==> src/rtl/mux2_arbiter.sv <==
// mux2_arbiter: round-robin arbiter sharing one registered 2:1 data path
// between two requesters, with a per-grant burst limit.
//
// Ports:
//   clk      - rising-edge clock
//   rst      - synchronous active-high reset
//   req1/2   - requester k wants the path (held high while it has data)
//   d1/d2    - requester data, sampled on transfer cycles
//   gnt1/2   - requester k owns the path (registered, never both high)
//   sel      - path select, 0 = d1, 1 = d2 (registered, held in IDLE)
//   f        - registered path output
//   f_valid  - f holds a word transferred on the previous edge
module mux2_arbiter #(
  parameter int unsigned W         = 8,
  parameter int unsigned MAX_BURST = 4
) (
  input  logic         clk,
  input  logic         rst,
  input  logic         req1,
  input  logic         req2,
  input  logic [W-1:0] d1,
  input  logic [W-1:0] d2,
  output logic         gnt1,
  output logic         gnt2,
  output logic         sel,
  output logic [W-1:0] f,
  output logic         f_valid
);

  localparam int unsigned CNT_W = 8;
  localparam logic [CNT_W-1:0] BURST_LAST = CNT_W'(MAX_BURST - 1);

  typedef enum logic [1:0] {
    IDLE = 2'd0,
    G1   = 2'd1,
    G2   = 2'd2
  } state_t;

  state_t             state_q, state_d;
  logic               last2_q, last2_d;   // 1: requester 2 was granted most recently
  logic [CNT_W-1:0]   cnt_q, cnt_d;
  logic [W-1:0]       f_d;
  logic               f_valid_d;
  logic               gnt1_d, gnt2_d, sel_d;

  // State and output registers
  always_ff @(posedge clk) begin
    if (rst) begin
      state_q <= IDLE;
      last2_q <= 1'b1;
      cnt_q   <= '0;
      f       <= '0;
      f_valid <= 1'b0;
      gnt1    <= 1'b0;
      gnt2    <= 1'b0;
      sel     <= 1'b0;
    end else begin
      state_q <= state_d;
      last2_q <= last2_d;
      cnt_q   <= cnt_d;
      f       <= f_d;
      f_valid <= f_valid_d;
      gnt1    <= gnt1_d;
      gnt2    <= gnt2_d;
      sel     <= sel_d;
    end
  end

  // Next-state, burst counting and data-path update
  always_comb begin
    state_d   = state_q;
    last2_d   = last2_q;
    cnt_d     = cnt_q;
    f_d       = f;
    f_valid_d = 1'b0;

    unique case (state_q)
      IDLE: begin
        if (req1 && (!req2 || last2_q)) begin
          state_d = G1;
          last2_d = 1'b0;
          cnt_d   = '0;
        end else if (req2) begin
          state_d = G2;
          last2_d = 1'b1;
          cnt_d   = '0;
        end
      end

      G1: begin
        if (req1) begin
          f_d       = d1;
          f_valid_d = 1'b1;
          if (cnt_q == BURST_LAST) begin
            // Burst expired: hand over if contested, otherwise restart
            cnt_d = '0;
            if (req2) begin
              state_d = G2;
              last2_d = 1'b1;
            end
          end else begin
            cnt_d = cnt_q + CNT_W'(1);
          end
        end else if (req2) begin
          state_d = G2;
          last2_d = 1'b1;
          cnt_d   = '0;
        end else begin
          state_d = IDLE;
        end
      end

      G2: begin
        if (req2) begin
          f_d       = d2;
          f_valid_d = 1'b1;
          if (cnt_q == BURST_LAST) begin
            cnt_d = '0;
            if (req1) begin
              state_d = G1;
              last2_d = 1'b0;
            end
          end else begin
            cnt_d = cnt_q + CNT_W'(1);
          end
        end else if (req1) begin
          state_d = G1;
          last2_d = 1'b0;
          cnt_d   = '0;
        end else begin
          state_d = IDLE;
        end
      end

      default: state_d = IDLE;
    endcase
  end

  // Grant/select registers follow the next state; sel holds through IDLE
  always_comb begin
    gnt1_d = (state_d == G1);
    gnt2_d = (state_d == G2);
    sel_d  = sel;
    if (state_d == G1) sel_d = 1'b0;
    if (state_d == G2) sel_d = 1'b1;
  end

endmodule

==> config.mk <==
export PLATFORM = sky130hd
export DESIGN_NAME = mux2_arbiter
export DESIGN_NICKNAME = d
export VERILOG_FILES = /design/src/rtl/mux2_arbiter.sv
export SDC_FILE = /design/constraint.sdc
export NUM_CORES = 1
export LEC_CHECK = 0
export ABC_AREA = 1
export CAP_MARGIN = 40
export CORE_MARGIN = 8
export CORE_UTILIZATION = 40
export CTS_BUF_LIST = sky130_fd_sc_hd__clkbuf_16
export DETAILED_ROUTE_END_ITERATION = 8
export GPL_ROUTABILITY_DRIVEN = 0
export PLACE_DENSITY_LB_ADDON = 0.2
export SLEW_MARGIN = 30
export SYNTH_ARGS = -nofsm -noshare
export SYNTH_HDL_FRONTEND = slang
export SYNTH_SLANG_ARGS = --single-unit
==> constraint.sdc <==
create_clock -name clk -period 2 [get_ports clk]
set_input_delay 0.4 -clock clk [delete_from_list [all_inputs] [get_ports clk]]
set_output_delay 0.4 -clock clk [all_outputs]
set_load 0.05 [all_outputs]
* After elaboration in Yosys (flattened, before gate mapping)
Cells that the tools add are included.
** Operators by class
- Add/sub/neg operators :: 1
- Equality and inequality tests :: 10
- Multiplexer cells :: 33
- Reduce and logical (&&, ||, !) cells :: 10
** Operator list (number)
- $mux 8 :: 8
- $pmux 8 s3 :: 1
- $mux 2 :: 8
- $pmux 8 s2 :: 1
- $mux 1 :: 12
- $ne 3x3->1 const B :: 3
- $add 8x1->8 const B :: 1
- $eq 8x2->1 const B :: 1
- $pmux 2 s3 :: 1
- $reduce_and 3->1 :: 2
- $eq 2x1->1 const B :: 2
- $eq 2x2->1 const B :: 2
- $ne 2x2->1 const B :: 2
- $reduce_bool 2->1 :: 2
- $pmux 1 s3 :: 1
- $reduce_bool 3->1 :: 1
- $logic_not 2->1 :: 1
- $pmux 1 s2 :: 1
- $reduce_and 2->1 :: 1
- $logic_and 1x1->1 :: 1
- $logic_not 1->1 :: 1
- $logic_or 1x1->1 :: 1
** Word-level totals
- Register bits :: 23
- Input port bits :: 20
- Output and inout port bits :: 12
- Logic and storage cells :: 62

* Longest topological paths before layout
- Depth after elaboration :: 8
- Mapped depth :: 15
- Gate-level depth less buffers :: 15

* Least setup slack after synthesis
Ideal clock, no wire load.
- Kind :: reg2reg
- Start :: register state_q[0]
- End :: register sel
- Setup time :: 0.117 ns
- Data arrival time :: 1.643 ns
- Data required time :: 1.883 ns
- Slack :: 0.239 ns
- Stages on the path, launching flop included :: 15
- Path buffers :: 0
- Period minus slack after synthesis :: 1.761 ns
- Cell sequence :: dfxtp_1 inv_1 ha_1 nand2_1 nand2_1 inv_1 nor2_1 nand2_1 nand3_1 nand2_1 inv_1 ha_1 nor2_1 a21oi_1 nor2_1
** On the way
- Elaborated cells between the ends (all ways) :: 15
- Those cells by class :: eq/ne: 4; mux: 9; reduce/logical: 2
** RTL lines
- start: declaration :: line 39 : state_t state_q, state_d;
- start signal: assignment :: line 58 : state_q <= state_d;
- $eq 2x2->1 (tied with other cells) :: line 77 : unique case (state_q)
- $pmux 2 s3 (*) :: line 77
- via state_d[1] :: line 39
- $eq 2x2->1 / $eq 2x1->1 (equally long branches) :: line 145, 144
- $mux 1 / $reduce_bool 2->1 (equally long branches)
- end signal: assignment :: line 65 : sel <= sel_d;
- end: declaration :: line 25 : output logic sel,
The timed path passes the listed nets; every way through them passes the cells marked *.
A chain may end at the register's enable or synchronous reset.

* Worst setup path after layout
- Start :: register state_q[0]
- End :: register sel
** On the way
- Longest elaborated chain between the ends :: 6
- Elaborated cells between the ends (all ways) :: 15
- Those cells by class :: eq/ne: 4; mux: 9; reduce/logical: 2
** Ends and longest elaborated chain (line)
- $mux 2 (on tied branches) :: 119, 83, 97
- $mux 2 (on tied branches) :: 117, 94
- $mux 2 (on tied branches) :: 114, 91
- $pmux 2 s3 (*) :: 77
- $eq 2x2->1 / $eq 2x1->1 (equally long branches) :: 145, 144
- $mux 1 / $reduce_bool 2->1 (equally long branches)
Mark *: on every way between the ends. The rest lies on a longest branch, timed or not.

==> run_results.csv <==
group,metric,value,unit
routing,vias,1419,
hold_path,hold_path.class,"reg -> reg",
power_and_ir_drop,peakVddDrop,0.609,mV
worst_setup_path,cp.arrival,2.06,ns
worst_setup_path,cp_max_fo,13,
clocking,clkLatencyLatePin,0.26,ns
power_and_ir_drop,power_density,837,nW/um^2
timing,hold_violations,0,
run,max-cap-violations,0,
final_layout,drive_above_1_share,13.8,%
placement,hpwl,2.53,mm
worst_setup_path,crit_required,2.20,ns
routing,detail-route-antenna-nets,0,
routing,initialDrtViolationCount,85,
timing,slew-limit-headroom,65.7,%
routing,wl,3.36,mm
floorplanning,design.core.area,3280,sq um
clocking,cts_setup_buffers,0,
clocking,post_cts_resized,0,
floorplanning,die_width,74.1,um
clocking,cts-root-buf,"clkbuf_16",
synth,syn_area,1350,sq um
power_and_ir_drop,seq_power_share,34.6,%
timing,final.period_utilization,92.8,%
synth,syn_nets,239,
synth,synth.avg_cell_area,6.37,sq um
power_and_ir_drop,pwr-share-clk,27.5,%
synth,synth-seq-cells,23,
synth,netlist_instances,212,
worst_setup_path,path_cells,"inv_1 -> ha_1 -> buf_4 -> nor2_2 -> nand3_1 -> nand2_1 -> nand3_1 -> nand2_1 -> ha_1 -> nor2_2 -> a21oi_2 -> nor2_1",
clocking,clockBufferDepth,2,
power_and_ir_drop,share_comb_of_total_power,38.0,%
grt,grt_pass1_wl,5.82,mm
clocking,holdBufCountCts,0,
worst_setup_path,max_stage_delay,0.36,ns
power_and_ir_drop,p_leak,0.811,nW
worst_setup_path,path_class,"reg -> reg",
clocking,cts_tree,"done",
routing,dr.pass1.iters,4,
timing,worst_clock_skew,0.00279,ns
clocking,clock-sinks,23,
synth,ys_types,21,
grt,grt_pass1_vias,1351,
synth,yosysWarnings,0,
synth,ys_seq_area_share,34.1,%
timing,fin_crit,1.86,ns
power_and_ir_drop,p_int,1.02,mW
timing,setup_viol,0,
routing,wire_per_inst,11.2,um
final_layout,fillers,345,
placement,dp_worst_setup_slack,-0.106,ns
timing,max_freq,539,MHz
power_and_ir_drop,switching_share,35.9,%
final_layout,nNetsFinal,282,
routing,drc,0,
worst_setup_path,end_kind,"register",
floorplanning,fp.dieH,74.1,um
floorplanning,boundaryPins,32,
grt,grt_util_all_layers,13.2,%
grt,grt_antenna_before_repair,0,
floorplanning,dieArea,5490,sq um
final_layout,antenna-diode-count,0,
grt,grt_max_degree,17,
power_and_ir_drop,p_switching,0.568,mW
final_layout,fin_util,57.6,%
worst_setup_path,critPathSlowestCell,"dfxtp_2",
floorplanning,rows,21,
routing,vias_per_cell,4.73,
grt,grt-ovfl-total,0,
placement,port_buffers,31,
timing,layout_setup_ws,0.143,ns
clocking,numCtsBuffers,3,
floorplanning,start_util,41.1,%
timing,fin_hold_ws,0.502,ns
clocking,path_clk_slew,0.06,ns
clocking,ctsHtreeMaxLevel,1,
timing,tightest_slew,0.513,ns
timing,slew_viol_final,0,
outcome,status,"finished clean",
final_layout,areaGrowthSynthToFinish,40.1,%
worst_setup_path,cp-start-kind,"register",
routing by layer:
metal / track usage, % / vias up / part of all wire [%]
li1: - / 761 / -
met1: 15.0 / 633 / 45
met2: 23.4 / 19 / 50
met3: 3.37 / 6 / 3.6
met4: 4.43 / 0 / 1.5
met5: 0 / - / 0
cells in the mapped netlist:
cell type  count  area share, %
inv_1         26            7.2
nor2_1        29            8.1
nand4_1        1           0.46
nand2_2        3            1.4
inv_2          2           0.56
a21oi_2        4            2.6
buf_2          2           0.74
buf_4          2            1.1
ha_1           7            6.5
nor2_2         1           0.46
a31oi_1        9            4.2
dfxtp_1       23             34
nand3_1        9            3.3
o211ai_1       1           0.56
clkbuf_1       1           0.28
o21ai_0       17            6.3
a21oi_1        6            2.2
nand2_1       66             18
nor2_4         1           0.83
o22ai_1        1           0.46
o21ai_1        1           0.37
state kept, by name, summed over array words and instances, names as in the netlist:
register,cells
cnt_q,8
f,8
last2_q,1
f_valid,1
sel,1
gnt2,1
gnt1,1
state_q,2
cells in the final DEF (no fill, tap or decap), drive strengths merged:
cell type	synthesis	routed
inv	28	29
dfxtp	23	23
a21oi	10	10
nor2	31	31
clkbuf	1	3
nand3	9	9
nand2	69	69
dlymetal6s2s	0	2
ha	7	7
clkdlybuf4s50	0	29
buf	4	12
o22ai	1	1
o21ai	18	18
a31oi	9	9
nand4	1	1
o211ai	1	1
worst max-delay path, delay by kind of cell (launching register included):
kind	cells	cell delay, ns
AO/OA/AOI/OAI	1	0.04
adder cells (fa/ha/maj)	2	0.49
buffers and inverters	2	0.28
flip-flops	1	0.36
AND/OR/NAND/NOR	7	0.62
per-stage QoR:
step / total power, mW / area, sq um / TNS (ns) / std cells
after CTS: 1.58 / 1860 / 0 / 300
final: 1.58 / 1890 / 0 / 300
after detailed placement: 1.14 / 1780 / -0.193 / 296
after global routing: 1.68 / 1890 / -0.0256 / 300
after global placement: 1.13 / 1780 / -0.0492 / 296
after floorplan: 0.929 / 1350 / 0 / 212
power by group through the flow:
stage / Sequential, mW / Combinational, mW / Clock [mW]
2_1_floorplan: 0.694 / 0.235 / 0
3_3_place_gp: 0.552 / 0.582 / 0
3_5_place_dp: 0.553 / 0.586 / 0
4_1_cts: 0.543 / 0.587 / 0.445
5_1_grt: 0.554 / 0.660 / 0.463
6_report: 0.548 / 0.601 / 0.435
cell type report:
| class | count | area, sq um | share of cell area, % |
|---|---|---|---|
| multi-input combinational | 156 | 783 | 41.4 |
| sequential | 23 | 463 | 24.5 |
| timing repair buffer | 43 | 405 | 21.4 |
| inverter | 28 | 105 | 5.55 |
| clock buffer | 3 | 75.1 | 3.97 |
| tap | 46 | 57.6 | 3.04 |
| clock inverter | 1 | 3.75 | 0.198 |
cell families after synthesis:
group / count (synthesis) / synth area share (%)
and+or+nand+nor: 110 / 32.9
DFF: 23 / 34.1
adders and majority gates: 7 / 6.48
AOI/OAI and AO/OA: 39 / 16.7
buffers and inverters: 33 / 9.91
final timing paths:
kind,from,cells after the start,end,slack [ns]
worst min register to register,cnt_q[7],2,cnt_q[7],0.50
worst max-delay path,state_q[0],12,sel,0.14
worst max register to register,state_q[0],12,sel,0.14
worst min-delay path,cnt_q[7],2,cnt_q[7],0.50
Power figures use the tool's default switching activity.
==> variant, RTL diff (same settings) <==
Encoding of `state_t`: now one-hot (3 bits for 3 states).
--- a/src/rtl/mux2_arbiter.sv
+++ b/src/rtl/mux2_arbiter.sv
@@ -30,10 +30,10 @@
   localparam int unsigned CNT_W = 8;
   localparam logic [CNT_W-1:0] BURST_LAST = CNT_W'(MAX_BURST - 1);
 
-  typedef enum logic [1:0] {
-    IDLE = 2'd0,
-    G1   = 2'd1,
-    G2   = 2'd2
+  typedef enum logic [2:0] {
+    IDLE = 3'b001,
+    G1   = 3'b010,
+    G2   = 3'b100
   } state_t;
 
   state_t             state_q, state_d;
Function: no difference found for any inputs over 10 cycles, from zero or initial values and one cycle with rst high; not proved beyond that.
==> variant against the original RTL <==
  * Area after synthesis up 7.0%
  * Non-clock buffer count is 10 lower
  * Wire length up 7.8%
  * Power is 5.1% lower
  * Design area is 0.92% higher
  * Setup slack better by 0.047 ns
  * Via count up 5.0%
  * Hold slack lost 0.040 ns
  * Critical path depth fell by 11
  * Sequential cell count up 1
  * Clock power rose by 32%
  * Core utilization shrank 4.2 points
  * Critical endpoint is now f[4]
  * Largest cell class unchanged
==> variant: results (changes against the original RTL) <==
metric	value	unit	change
dp_slack	0.0967	ns	+0.203 ns
drive_gt1_share	9.64	%	-4.1 points
synth_adder_area_share	0.865	%	-5.6 points
postSynthAreaPerCell	6.70	µm²	+5.1%
wire_per_inst	12.2	µm	+8.9%
yosysSeqAreaShare	33.2	%	-0.86 points
grt_max_degree	20		+3
skew	0.00169	ns	-0.00110 ns
hp-start	f[1]$_SDFFE_PP0P_		
r2r_slack	0.38	ns	+0.24 ns
synth.distinct_cells	27		+29%
timing.hold.ws	0.462	ns	-0.0400 ns
synth-xor-area-share	1.21	%	+1.2 points
wl_met1	1.70	mm	+12%
max_stage_delay	0.81	ns	+0.45 ns
leakagePower	0.854	nW	+5.3%
rr_worst_depth	9		-3
met2_length	1.58	mm	-5.5%
synth_compound_area_share	16.2	%	-0.49 points
swShare	29.5	%	-6.3 points
seq_power_share	37.2	%	+2.6 points
hpwl	2.79	mm	+10%
tightestPinTransition	0.520	ns	+0.00687 ns
worstReg2RegEnd	cnt_q[0]$_SDFFE_PP0P_		
p_comb_share	24.6	%	-13 points
via_per_inst	5.02		+6.1%
slowest_stage	clkdlybuf4s50_1		
grt_use_met2	20.1	%	-3.3 points
grt_use_met1	14.8	%	-0.16 points
r2r_start	state_q[0]$_SDFF_PP1_		
status	completed		
grt_pass1_wl	6.26	mm	+7.6%
critical_path.top_delay_family	buffers and inverters		
ir_worst_vdd	0.000288	V	-53%
arrival	1.41	ns	-0.65 ns
top_regs	cnt_q: 8 flops, f: 8 flops, state_q: 3 flops		
syn_nets	237		-0.84%
cp_max_fo	2		-11
hold_path_end	f[1]$_SDFFE_PP0P_		
worstHoldPathCells	1		-1
variant: worst max-delay path by stage:
stage	from	to	slack [ns]	cells past startpoint
floorplan	cnt_q[0]$_SDFFE_PP0P_	last2_q$_SDFFE_PP1P_	0.65	8
global placement	req2	gnt1$_SDFF_PP0_	0.08	7
detailed placement	req2	gnt1$_SDFF_PP0_	0.1	7
CTS	f[4]$_SDFFE_PP0P_	f[4]	0.17	1
global route	f[4]$_SDFFE_PP0P_	f[4]	0.15	1
finish	f[4]$_SDFFE_PP0P_	f[4]	0.19	1
variant: logic make-up (layout without fill, tap and decap cells):
group,after synthesis,count (layout)
buf+inv,31,64
simple gates,119,119
compound gates,39,39
flops,24,24
fa+ha+maj,1,1
xor+xnor,2,2
variant: final cells by class:
cell class | instances | area [µm²]
Clock inverter | 1 | 30.0
Fill cell | 367 | 1670
Tap cell | 48 | 60.1
Clock buffer | 3 | 75.1
Multi-Input combinational cell | 161 | 836
Timing Repair Buffer | 33 | 325
Sequential cell | 24 | 480
Inverter | 27 | 104
